$ cat config.mk
export PLATFORM = sky130hd
export DESIGN_NAME = seq_add16
export DESIGN_NICKNAME = d
export VERILOG_FILES = /design/src/rtl/seq_add_pkg.sv /design/src/rtl/fullader.sv /design/src/rtl/seq_add16.sv
export SDC_FILE = /design/constraint.sdc
export NUM_CORES = 1
export LEC_CHECK = 0
export BUFFER_PORTS_ARGS = -buffer_cell sky130_fd_sc_hd__buf_2
export CAP_MARGIN = 15
export CORE_ASPECT_RATIO = 1.25
export CORE_UTILIZATION = 45
export CTS_CLUSTER_DIAMETER = 120
export CTS_CLUSTER_SIZE = 12
export DETAILED_ROUTE_END_ITERATION = 16
export HOLD_SLACK_MARGIN = 0.05
export MAX_ROUTING_LAYER = met4
export PLACE_DENSITY = 0.64
export SKIP_CTS_REPAIR_TIMING = 1
export SYNTH_ARGS = -nofsm -noshare
export SYNTH_HDL_FRONTEND = slang
export SYNTH_SLANG_ARGS = --single-unit
$ cat constraint.sdc
create_clock -name clk -period 3.34 [get_ports clk]
set_input_delay 0.334 -clock clk [delete_from_list [all_inputs] [get_ports clk]]
set_output_delay 0.334 -clock clk [all_outputs]
set_load 0.005 [all_outputs]
$ cat src/rtl/seq_add_pkg.sv
// Shared definitions for the nibble-serial wide adder.
package seq_add_pkg;

  // Width of one adder step; the reused ripple adder is four bits wide.
  localparam int NIB = 4;

  // Controller states.
  typedef enum logic {
    S_IDLE = 1'b0,
    S_RUN  = 1'b1
  } state_e;

  // Width of the nibble index counter for a given operand width (at least 1 bit).
  function automatic int idx_width(input int width);
    int steps;
    int w;
    steps = width / NIB;
    w     = $clog2(steps);
    if (w < 1) begin
      w = 1;
    end else begin
      w = w;
    end
    return w;
  endfunction

endpackage

$ cat src/rtl/fullader.sv
// Structural 4-bit ripple-carry adder: s = a + b + cin, c = carry out of bit 3.
module fullader (
  output logic [3:0] s,
  output logic       c,
  input  logic [3:0] a,
  input  logic [3:0] b,
  input  logic       cin
);

  logic [4:0] cy_s;

  assign cy_s[0] = cin;

  genvar i;
  generate
    for (i = 0; i < 4; i++) begin : g_bit
      assign s[i]      = a[i] ^ b[i] ^ cy_s[i];
      assign cy_s[i+1] = (a[i] & b[i]) | (cy_s[i] & (a[i] ^ b[i]));
    end
  endgenerate

  assign c = cy_s[4];

endmodule

$ cat src/rtl/seq_add16.sv
// Multi-cycle wide adder: one shared 4-bit ripple adder processes one nibble
// per clock, LSB nibble first, with a start/busy/done handshake.
module seq_add16
  import seq_add_pkg::*;
#(
  parameter int WIDTH = 16
) (
  input  logic             clk,
  input  logic             rst_n,
  input  logic             start,
  input  logic [WIDTH-1:0] a,
  input  logic [WIDTH-1:0] b,
  input  logic             cin,
  output logic             busy,
  output logic             done,
  output logic [WIDTH-1:0] sum,
  output logic             cout,
  output logic             ovf
);

  localparam int N  = WIDTH / NIB;
  localparam int IW = idx_width(WIDTH);
  localparam logic [IW-1:0] IDX_LAST = IW'(N - 1);

  state_e           state_q, state_d;
  logic [IW-1:0]    idx_q, idx_d;
  logic [WIDTH-1:0] a_q, a_d;
  logic [WIDTH-1:0] b_q, b_d;
  logic             carry_q, carry_d;
  logic [WIDTH-1:0] sum_q, sum_d;
  logic             cout_q, cout_d;
  logic             ovf_q, ovf_d;
  logic             done_q, done_d;
  logic             busy_q, busy_d;

  logic [NIB-1:0]   nib_a_s;
  logic [NIB-1:0]   nib_b_s;
  logic [NIB-1:0]   add_sum_s;
  logic             add_carry_s;

  // Slice the current nibble of each frozen operand for the shared adder.
  always_comb begin
    nib_a_s = a_q[idx_q*NIB +: NIB];
    nib_b_s = b_q[idx_q*NIB +: NIB];
  end

  fullader u_nib_add (
    .s   (add_sum_s),
    .c   (add_carry_s),
    .a   (nib_a_s),
    .b   (nib_b_s),
    .cin (carry_q)
  );

  // Next-state and datapath control: capture on accept, one nibble per RUN cycle.
  always_comb begin
    state_d = state_q;
    idx_d   = idx_q;
    a_d     = a_q;
    b_d     = b_q;
    carry_d = carry_q;
    sum_d   = sum_q;
    cout_d  = cout_q;
    ovf_d   = ovf_q;
    done_d  = 1'b0;
    busy_d  = busy_q;

    case (state_q)
      S_IDLE: begin
        if (start) begin
          a_d     = a;
          b_d     = b;
          carry_d = cin;
          idx_d   = {IW{1'b0}};
          state_d = S_RUN;
          busy_d  = 1'b1;
        end else begin
          busy_d  = 1'b0;
        end
      end
      S_RUN: begin
        sum_d[idx_q*NIB +: NIB] = add_sum_s;
        carry_d                 = add_carry_s;
        if (idx_q == IDX_LAST) begin
          // Final nibble: publish carry and signed overflow from the captured MSBs.
          idx_d   = {IW{1'b0}};
          state_d = S_IDLE;
          busy_d  = 1'b0;
          done_d  = 1'b1;
          cout_d  = add_carry_s;
          ovf_d   = (a_q[WIDTH-1] == b_q[WIDTH-1]) &&
                    (add_sum_s[NIB-1] != a_q[WIDTH-1]);
        end else begin
          idx_d   = idx_q + IW'(1);
          busy_d  = 1'b1;
        end
      end
      default: begin
        state_d = S_IDLE;
        idx_d   = {IW{1'b0}};
        busy_d  = 1'b0;
      end
    endcase
  end

  // State and result registers with synchronous active-low reset.
  always_ff @(posedge clk) begin
    if (!rst_n) begin
      state_q <= S_IDLE;
      idx_q   <= {IW{1'b0}};
      a_q     <= {WIDTH{1'b0}};
      b_q     <= {WIDTH{1'b0}};
      carry_q <= 1'b0;
      sum_q   <= {WIDTH{1'b0}};
      cout_q  <= 1'b0;
      ovf_q   <= 1'b0;
      done_q  <= 1'b0;
      busy_q  <= 1'b0;
    end else begin
      state_q <= state_d;
      idx_q   <= idx_d;
      a_q     <= a_d;
      b_q     <= b_d;
      carry_q <= carry_d;
      sum_q   <= sum_d;
      cout_q  <= cout_d;
      ovf_q   <= ovf_d;
      done_q  <= done_d;
      busy_q  <= busy_d;
    end
  end

  assign busy = busy_q;
  assign done = done_q;
  assign sum  = sum_q;
  assign cout = cout_q;
  assign ovf  = ovf_q;

endmodule

# Yosys cells after proc, flatten, opt, wreduce, memory -nomap -nowiden
# Cells that the tools add are included.
# W data, S select, Z words.
# totals
ff_bits,55
latch_bits,0
ramBits,0
mem_bits_ro,0
inputBits,36
output_inout_bits,20
n_memories,0
# classes
n_addsub,2
mul,0
div,0
order_cmp,0
eq_ne,4
shift,4
n_mux,10
bitwise_logic,21
reduce_logical,4
# ops
operator,count
$neg A4 Y34,1
$shift A4 B34 Y16 const A,1
$shiftx A4 B34 Y16,1
$shiftx A16 B5 Y4,2
$bwmux W16,1
$and A1 B1 Y1,8
$xor A1 B1 Y1,8
$reduce_and A2 Y1,3
$mux W1,4
$mux W2,2
$or A1 B1 Y1,4
$pmux W1 S2,2
$pmux W2 S2,1
$add A2 B1 Y2 const B,1
$eq A2 B2 Y1 const B,1
$ne A2 B2 Y1 const B,1
$eq A1 B1 Y1,1
$logic_and A1 B1 Y1,1
$ne A1 B1 Y1,1
$not A1 Y1,1

# Logic depth before layout (Yosys ltp)
# Gate-level depths: netlist of run 1.
# depth
ltp_word,11
depth_mapped,11

# By module
# From an unflattened synthesis of run 1, not the netlist that was laid out.
# hier_totals
hier_cells,269
area_unflattened_um2,2560.0
# by_module_without_submodules
mod,instances,cells_each,area_each_um2,seq_area_each_um2
seq_add16,1,255,2442.3,1101.1
fullader,1,14,117.6,0.0

# Worst setup path after synthesis of run 1
# Ideal clock, no wire load.
# synth_path
path_type,reg-to-reg
startpoint,register idx_q[0]
endpoint,"register ovf_q, in the netlist ovf"
setup_time_ns,0.123
t_arrival_ns,2.866
slack_ns,0.351
stages_incl_launch_ff,12
cell_sequence,dfxtp_1 > buf_6 > mux4_1 > inv_1 > fa_1 > fa_1 > inv_1 > fa_1 > fa_1 > and3b_1 > a211oi_1 > nor3b_1
# synth_between
elab_chain_cells,11
# synth_rtl
element,line,rtl
from (decl),seq_add16.sv:26,"logic [IW-1:0] idx_q, idx_d;"
from (signal assigned),seq_add16.sv:110,idx_q <= {IW{1'b0}};
from (signal assigned),seq_add16.sv:121,idx_q <= idx_d;
$shiftx A16 B5 Y4 (on tied branches),"seq_add16.sv:43, seq_add16.sv:44",
$xor A1 B1 Y1,fullader.sv:18,assign cy_s[i+1] = (a[i] & b[i]) | (cy_s[i] & (a[i] ^ b[i]));
$and A1 B1 Y1,fullader.sv:18,
$or A1 B1 Y1,fullader.sv:18,
$and A1 B1 Y1,fullader.sv:18,
$or A1 B1 Y1,fullader.sv:18,
$and A1 B1 Y1,fullader.sv:18,
$or A1 B1 Y1,fullader.sv:18,
$xor A1 B1 Y1,fullader.sv:17,assign s[i] = a[i] ^ b[i] ^ cy_s[i];
$ne A1 B1 Y1,seq_add16.sv:92,(add_sum_s[NIB-1] != a_q[WIDTH-1]);
$logic_and A1 B1 Y1,seq_add16.sv:91,ovf_d = (a_q[WIDTH-1] == b_q[WIDTH-1]) &&
to (signal assigned),seq_add16.sv:127,ovf_q <= ovf_d;
to (decl),seq_add16.sv:32,"logic ovf_q, ovf_d;"
# Parallel ways exist; a longest one is shown, timed or not.
# A chain may end at the register's enable or synchronous reset.

# Worst setup path in the final report of run 1
# Ends and elaborated chain as after synthesis.

==> results of run 1 <==
[layout by cell type, fill, tap and decap left out, types with 2 or more instances in the layout]
cell / instances
or3_1: 6
ha_1: 6
fa_1: 4
dfxtp_1: 55
nand2_1: 86
nor3b_1: 2
nand4_1: 6
mux4_2: 4
nor2_1: 3
inv_1: 8
a21boi_0: 43
mux4_1: 4
nand3_1: 3
a21oi_1: 2
and2_1: 4
buf_2: 55
o2bb2ai_1: 2
buf_4: 5
and3b_1: 3
bufinv_16: 2
clkbuf_8: 5
mux2i_1: 2
a21boi_1: 4
nor2b_1: 2
[synth_stat cells (6+ instances only)]
cell	instances
nand2_1	86
dfxtp_1	55
a21boi_0	43
clkbuf_1	9
inv_1	8
buf_2	7
ha_1	6
nand4_1	6
or3_1	6
[state kept, by name, summed over array words and instances, names as in the netlist]
register	flops
ovf	1
a_q	16
b_q	16
idx_q	2
done	1
carry_q	1
sum	16
cout	1
busy	1
[cell type report]
class                           count  area, µm²
Timing Repair Buffer               60        313
Sequential cell                    55       1100
Fill cell                         524       2450
Multi-Input combinational cell    196       1340
Inverter                            8       30.0
Tap cell                           64       80.1
Clock buffer                        5       68.8
Clock inverter                      3       67.6
[per-layer routing]
metal	track usage, %	share of wire, %	routed length (µm)	vias to the layer above
li1	-	-	-	1032
met1	23.4	49	2430	889
met2	29.7	47	2340	42
met3	3.60	3.7	183	5
met4	5.01	0.94	47	0
met5	-	0	0	-
[worst max-delay path: stages, from the launching register on]
cell,delay [ns]
dfxtp_1,0.50
mux4_1,0.58
inv_1,0.09
fa_1,0.18
fa_1,0.16
inv_1,0.05
fa_1,0.38
fa_1,0.51
and3b_1,0.18
a211oi_1,0.21
nor3b_1,0.08
[logic make-up (layout without fill, tap and decap cells)]
family	after synthesis	in the layout	share of synthesized area [%]
muxes	10	10	8.44
buffers and inverters	26	76	4.61
DFF	55	55	43.2
and+or+nand+nor	123	123	22.3
AOI/OAI and AO/OA	53	53	15.4
adders and majority gates	10	10	6.08
[where the power goes]
part / total, mW / leakage, nW / internal [mW] / switching (mW)
Sequential: 0.704 / 0.449 / 0.682 / 0.0214
Clock: 0.520 / 0.0644 / 0.299 / 0.221
Combinational: 0.158 / 0.720 / 0.0763 / 0.0820
Total: 1.38 / 1.23 / 1.06 / 0.325
[worst max path at each step]
| stage | startpoint | end | slack, ns | cells after the start |
|---|---|---|---|---|
| after CTS | idx_q[0] | ovf | 0.31 | 10 |
| after detailed placement | idx_q[0] | ovf | 0.33 | 10 |
| final | idx_q[0] | ovf | 0.31 | 10 |
| after global placement | idx_q[0] | ovf | 0.38 | 10 |
| after global routing | idx_q[0] | ovf | 0.16 | 10 |
| after floorplan | idx_q[0] | ovf | 0.35 | 11 |
[metrics by stage]
stage	hold WS [ns]	utilization, %
2_1_floorplan	0.439	-
3_3_place_gp	0.434	52.5
3_5_place_dp	0.446	52.5
4_1_cts	0.251	55.0
5_1_grt	0.253	55.0
6_report	0.258	55.0
==> metrics.csv, run 1 <==
metric,value,unit
first-pass GRT wire length,8550,µm
CP Capture Type,flip-flop,
syn_nets,323,
Fin Setup TNS,0,ns
Worst-path clk slew,0.10,ns
later-pin clock latency in the skew report,0.31,ns
"Cell Count, Final, Fillers Out",391,
status,"finished, final reports clean",
Maximum Capacitance Violations,0,
Syn Std Cell Area,0.00255,mm²
Final Cycle Share,90.6,%
clk buf depth,2,
share of post-route cells with drive strength above 1,22.6,%
DIE WIDTH,69.3,µm
CP Class,reg -> reg,
Final Critical Period,3.03,ns
pre-CTS WS,0.328,ns
placed inst area,0.00286,mm²
R2R Setup Slk,0.31,ns
vias post-DR,1968,
CTS Sinks,55,
Routed WL,5000,µm
# H-tree levels,2,
Num CTS Buffers,5,
Cells after Synth,277,
start of the worst register-to-register path,idx_q[0],
Yosys cell types,33,
Core Region,0.00544,mm²
initial antenna violation count,0,
Yosys reg bits,55,
"Warnings, synthesis",0,
drt via density,5.03,
clk_skew,0.00571,ns
fmax,0.331,GHz
Design Power,1.38,mW
Worst R2R Path Depth,10,
max_slew headroom,48.7,%
initial core utilization,46.9,%
"EDFF count, synth",0,
largest net degree at the start of global routing,56,
Power Dens Cells,461,mW/mm²
"Avg Cell Area, Syn",9.21,µm²
Arrival @ worst endpoint,3.23,ns
"Top FF cell, synth",dfxtp_1,
Synth top area share,43.2,%
CTS root buffer,clkbuf_8,
Worst Path Required,3.54,ns
CP Launch Type,flip-flop,
main area contributors after synthesis,"dfxtp_1 (43%), a21boi_0 (13%), nand2_1 (13%)",
die area,0.00598,mm²
Worst Path Max Fanout,6,
worst hold endpoint,a_q[5],
placed instance count,383,
Row Count,30,
worst reg2reg endpoint,ovf,
vias in the first global route,1806,
antenna diode count,0,
PortBufs,55,
Remaining DRCs,0,
peak supply drop,207,µV
worst hold stages,3,
Wirelength per Cell,12.8,µm
Iter 0 DRT Violations,109,
Slew @ Worst Pin,0.769,ns
sequential share of the synthesized area,43.2,%
Final Cell Area,0.00300,mm²
"area leader, netlist",dfxtp_1,
DP Wirelength,3530,µm
Final Hold Fails,0,
RSZ-0062 raised after global routing,false,
Total Routing Usage GR,18.3,%
"Async S/R FF share, synth",0,%
Pre-antenna DRT Iters,4,
Final Setup Violations,0,
hold path startpoint,a[5],
Top-Level Pins,56,
Syn-to-layout area delta,17.4,%
Antenna Nets Post-Route,0,
Max Slew Vio Count,0,
Leak,1.23,nW
hold crit path type,in -> reg,
final setup margin,0.315,ns
CTS tree,built,
die height,86.2,µm
final layout net count,372,
GPL Wtd Cong,0.745,
global route overflow,0,
No activity file was read; power rests on OpenSTA's default activity.
==> run 2, diff against run 1 <==
Settings changed: CTS_BUF_LIST set to sky130_fd_sc_hd__clkbuf_4.
==> run 2 against run 1 <==
Setup slack worse by 0.00067 ns. Clock power is 15% lower. Cell count stayed put. Critical path depth stayed put. Non-clock buffer count stayed put. Sequential power hardly changed. Die area stayed put. Register-to-register slack hardly changed. Total power is 5.7% lower. Routed wire length is 0.76% lower. Global-route usage hardly changed. Critical endpoint unchanged. Highest routed layer unchanged.
==> metrics.csv, run 2 (same netlist as run 1, synthesis figures left out) <==
metric,value,unit,change
Max Slew Vio Count,0,,unchanged
Routed WL,4960,µm,-0.76%
clk buf depth,2,,unchanged
start of the worst register-to-register path,idx_q[0],,
PortBufs,55,,unchanged
die height,86.2,µm,unchanged
Arrival @ worst endpoint,3.30,ns,+0.07 ns
worst hold stages,3,,unchanged
pre-CTS WS,0.328,ns,unchanged
antenna diode count,0,,unchanged
Power Dens Cells,440,mW/mm²,-4.7%
# H-tree levels,2,,unchanged
Top-Level Pins,56,,unchanged
CP Launch Type,flip-flop,,
Antenna Nets Post-Route,0,,unchanged
worst hold endpoint,a_q[5],,
drt via density,5.05,,+0.25%
"commonest non-fill, non-tap cell in the layout",nand2_1,,
share of post-route cells with drive strength above 1,22.6,%,unchanged
hold path startpoint,a[5],,
initial antenna violation count,0,,unchanged
Final Hold Fails,0,,unchanged
Syn-to-layout area delta,16.2,%,
Pre-antenna DRT Iters,4,,unchanged
Iter 0 DRT Violations,107,,-1.8%
largest net degree at the start of global routing,56,,unchanged
first-pass GRT wire length,8550,µm,unchanged
CTS tree,built,,
max_slew headroom,48.6,%,-0.11 points
Row Count,30,,unchanged
Worst R2R Path Depth,10,,unchanged
final setup margin,0.314,ns,-0.000669 ns
"Buf+Inv Stages, Crit Path",2,,unchanged
hold crit path type,in -> reg,,
later-pin clock latency in the skew report,0.37,ns,+0.06 ns
initial core utilization,46.9,%,unchanged
Final Critical Period,3.03,ns,+0.000669 ns
Worst Path Required,3.62,ns,+0.08 ns
Wirelength per Cell,12.7,µm,-0.76%
Final Cycle Share,90.6,%,about the same
Core Region,0.00544,mm²,unchanged
CTS root buffer,clkbuf_4,,
Worst-path clk slew,0.16,ns,+0.06 ns
DIE WIDTH,69.3,µm,unchanged
Total Routing Usage GR,18.2,%,-0.026 points
Num CTS Buffers,5,,unchanged
worst reg2reg endpoint,ovf,,
global route overflow,0,,unchanged
CP Capture Type,flip-flop,,
clk_skew,0.0122,ns,+0.00652 ns
Design Power,1.30,mW,-5.7%
Worst Path Max Fanout,6,,unchanged
CP Class,reg -> reg,,
peak supply drop,187,µV,-9.6%
most frequent CP cell,fa_1,,
CP top delay family,adder cells,,
RSZ-0062 raised after global routing,false,,
Slew @ Worst Pin,0.771,ns,+0.00162 ns
Final Setup Violations,0,,unchanged
final layout net count,372,,unchanged
Fin Setup TNS,0,ns,unchanged
fmax,0.330,GHz,about the same
GPL Wtd Cong,0.745,,unchanged
Remaining DRCs,0,,unchanged
R2R Setup Slk,0.31,ns,about the same
vias post-DR,1973,,+0.25%
DP Wirelength,3530,µm,unchanged
crit-path max cell delay,0.58,ns,about the same
vias in the first global route,1811,,+0.28%
CP cell instances,mux4_1 -> inv_1 -> fa_1 -> fa_1 -> inv_1 -> fa_1 -> fa_1 -> and3b_1 -> a211oi_1 -> nor3b_1,,
crit path max-delay cell type,mux4_1,,
status,"finished, final reports clean",,
CTS Sinks,55,,unchanged
die area,0.00598,mm²,unchanged
most frequent cells in the layout,"nand2_1 (86), dfxtp_1 (55), buf_2 (55)",,
Maximum Capacitance Violations,0,,unchanged
Leak,1.22,nW,-1.0%
[run 2: cell counts in the layout (fill, tap and decap cells not counted)]
No cell type changed its count.
[run 2: how the worst max path moves through the flow]
stage                         from   to  cells past startpoint
after floorplan           idx_q[0]  ovf                     11
after global placement    idx_q[0]  ovf                     10
after detailed placement  idx_q[0]  ovf                     10
after CTS                 idx_q[0]  ovf                     10
after global routing      idx_q[0]  ovf                     10
final                     idx_q[0]  ovf                     10
[run 2: cell type report]
| type | instances | area (µm²) |
|---|---|---|
| tap | 64 | 80.1 |
| clock inverter | 3 | 67.6 |
| fill | 532 | 2480 |
| timing repair buffer | 60 | 313 |
| multi-input combinational | 196 | 1340 |
| inverter | 8 | 30.0 |
| clock buffer | 5 | 37.5 |
| sequential | 55 | 1100 |
[run 2: metal layers]
layer	global-route usage [%]	vias to the layer above	part of all wire, %
met5	-	-	0
met4	4.45	0	1.0
met2	29.6	42	47
met1	23.6	893	48
li1	-	1033	-
met3	3.60	5	3.6
[run 2: metrics by stage]
stage	instance area [µm²]	hold WS (ns)	cells	utilization, %
6_report	2960	0.182	391	54.5
3_3_place_gp	2860	0.434	383	52.5
5_1_grt	2960	0.153	391	54.5
4_1_cts	2960	0.165	391	54.5
3_5_place_dp	2860	0.446	383	52.5
2_1_floorplan	2550	0.439	277	-
[run 2: power breakdown]
| group | switching [mW] | total (mW) | internal, mW |
|---|---|---|---|
| combinational | 0.0818 | 0.158 | 0.0763 |
| clock | 0.208 | 0.441 | 0.233 |
| sequential | 0.0214 | 0.705 | 0.683 |
[run 2: worst reg2reg max path, stage by stage (launching register included)]
cell	delay, ns
dfxtp_1	0.52
mux4_1	0.58
inv_1	0.09
fa_1	0.18
fa_1	0.16
inv_1	0.05
fa_1	0.38
fa_1	0.51
and3b_1	0.18
a211oi_1	0.21
nor3b_1	0.08
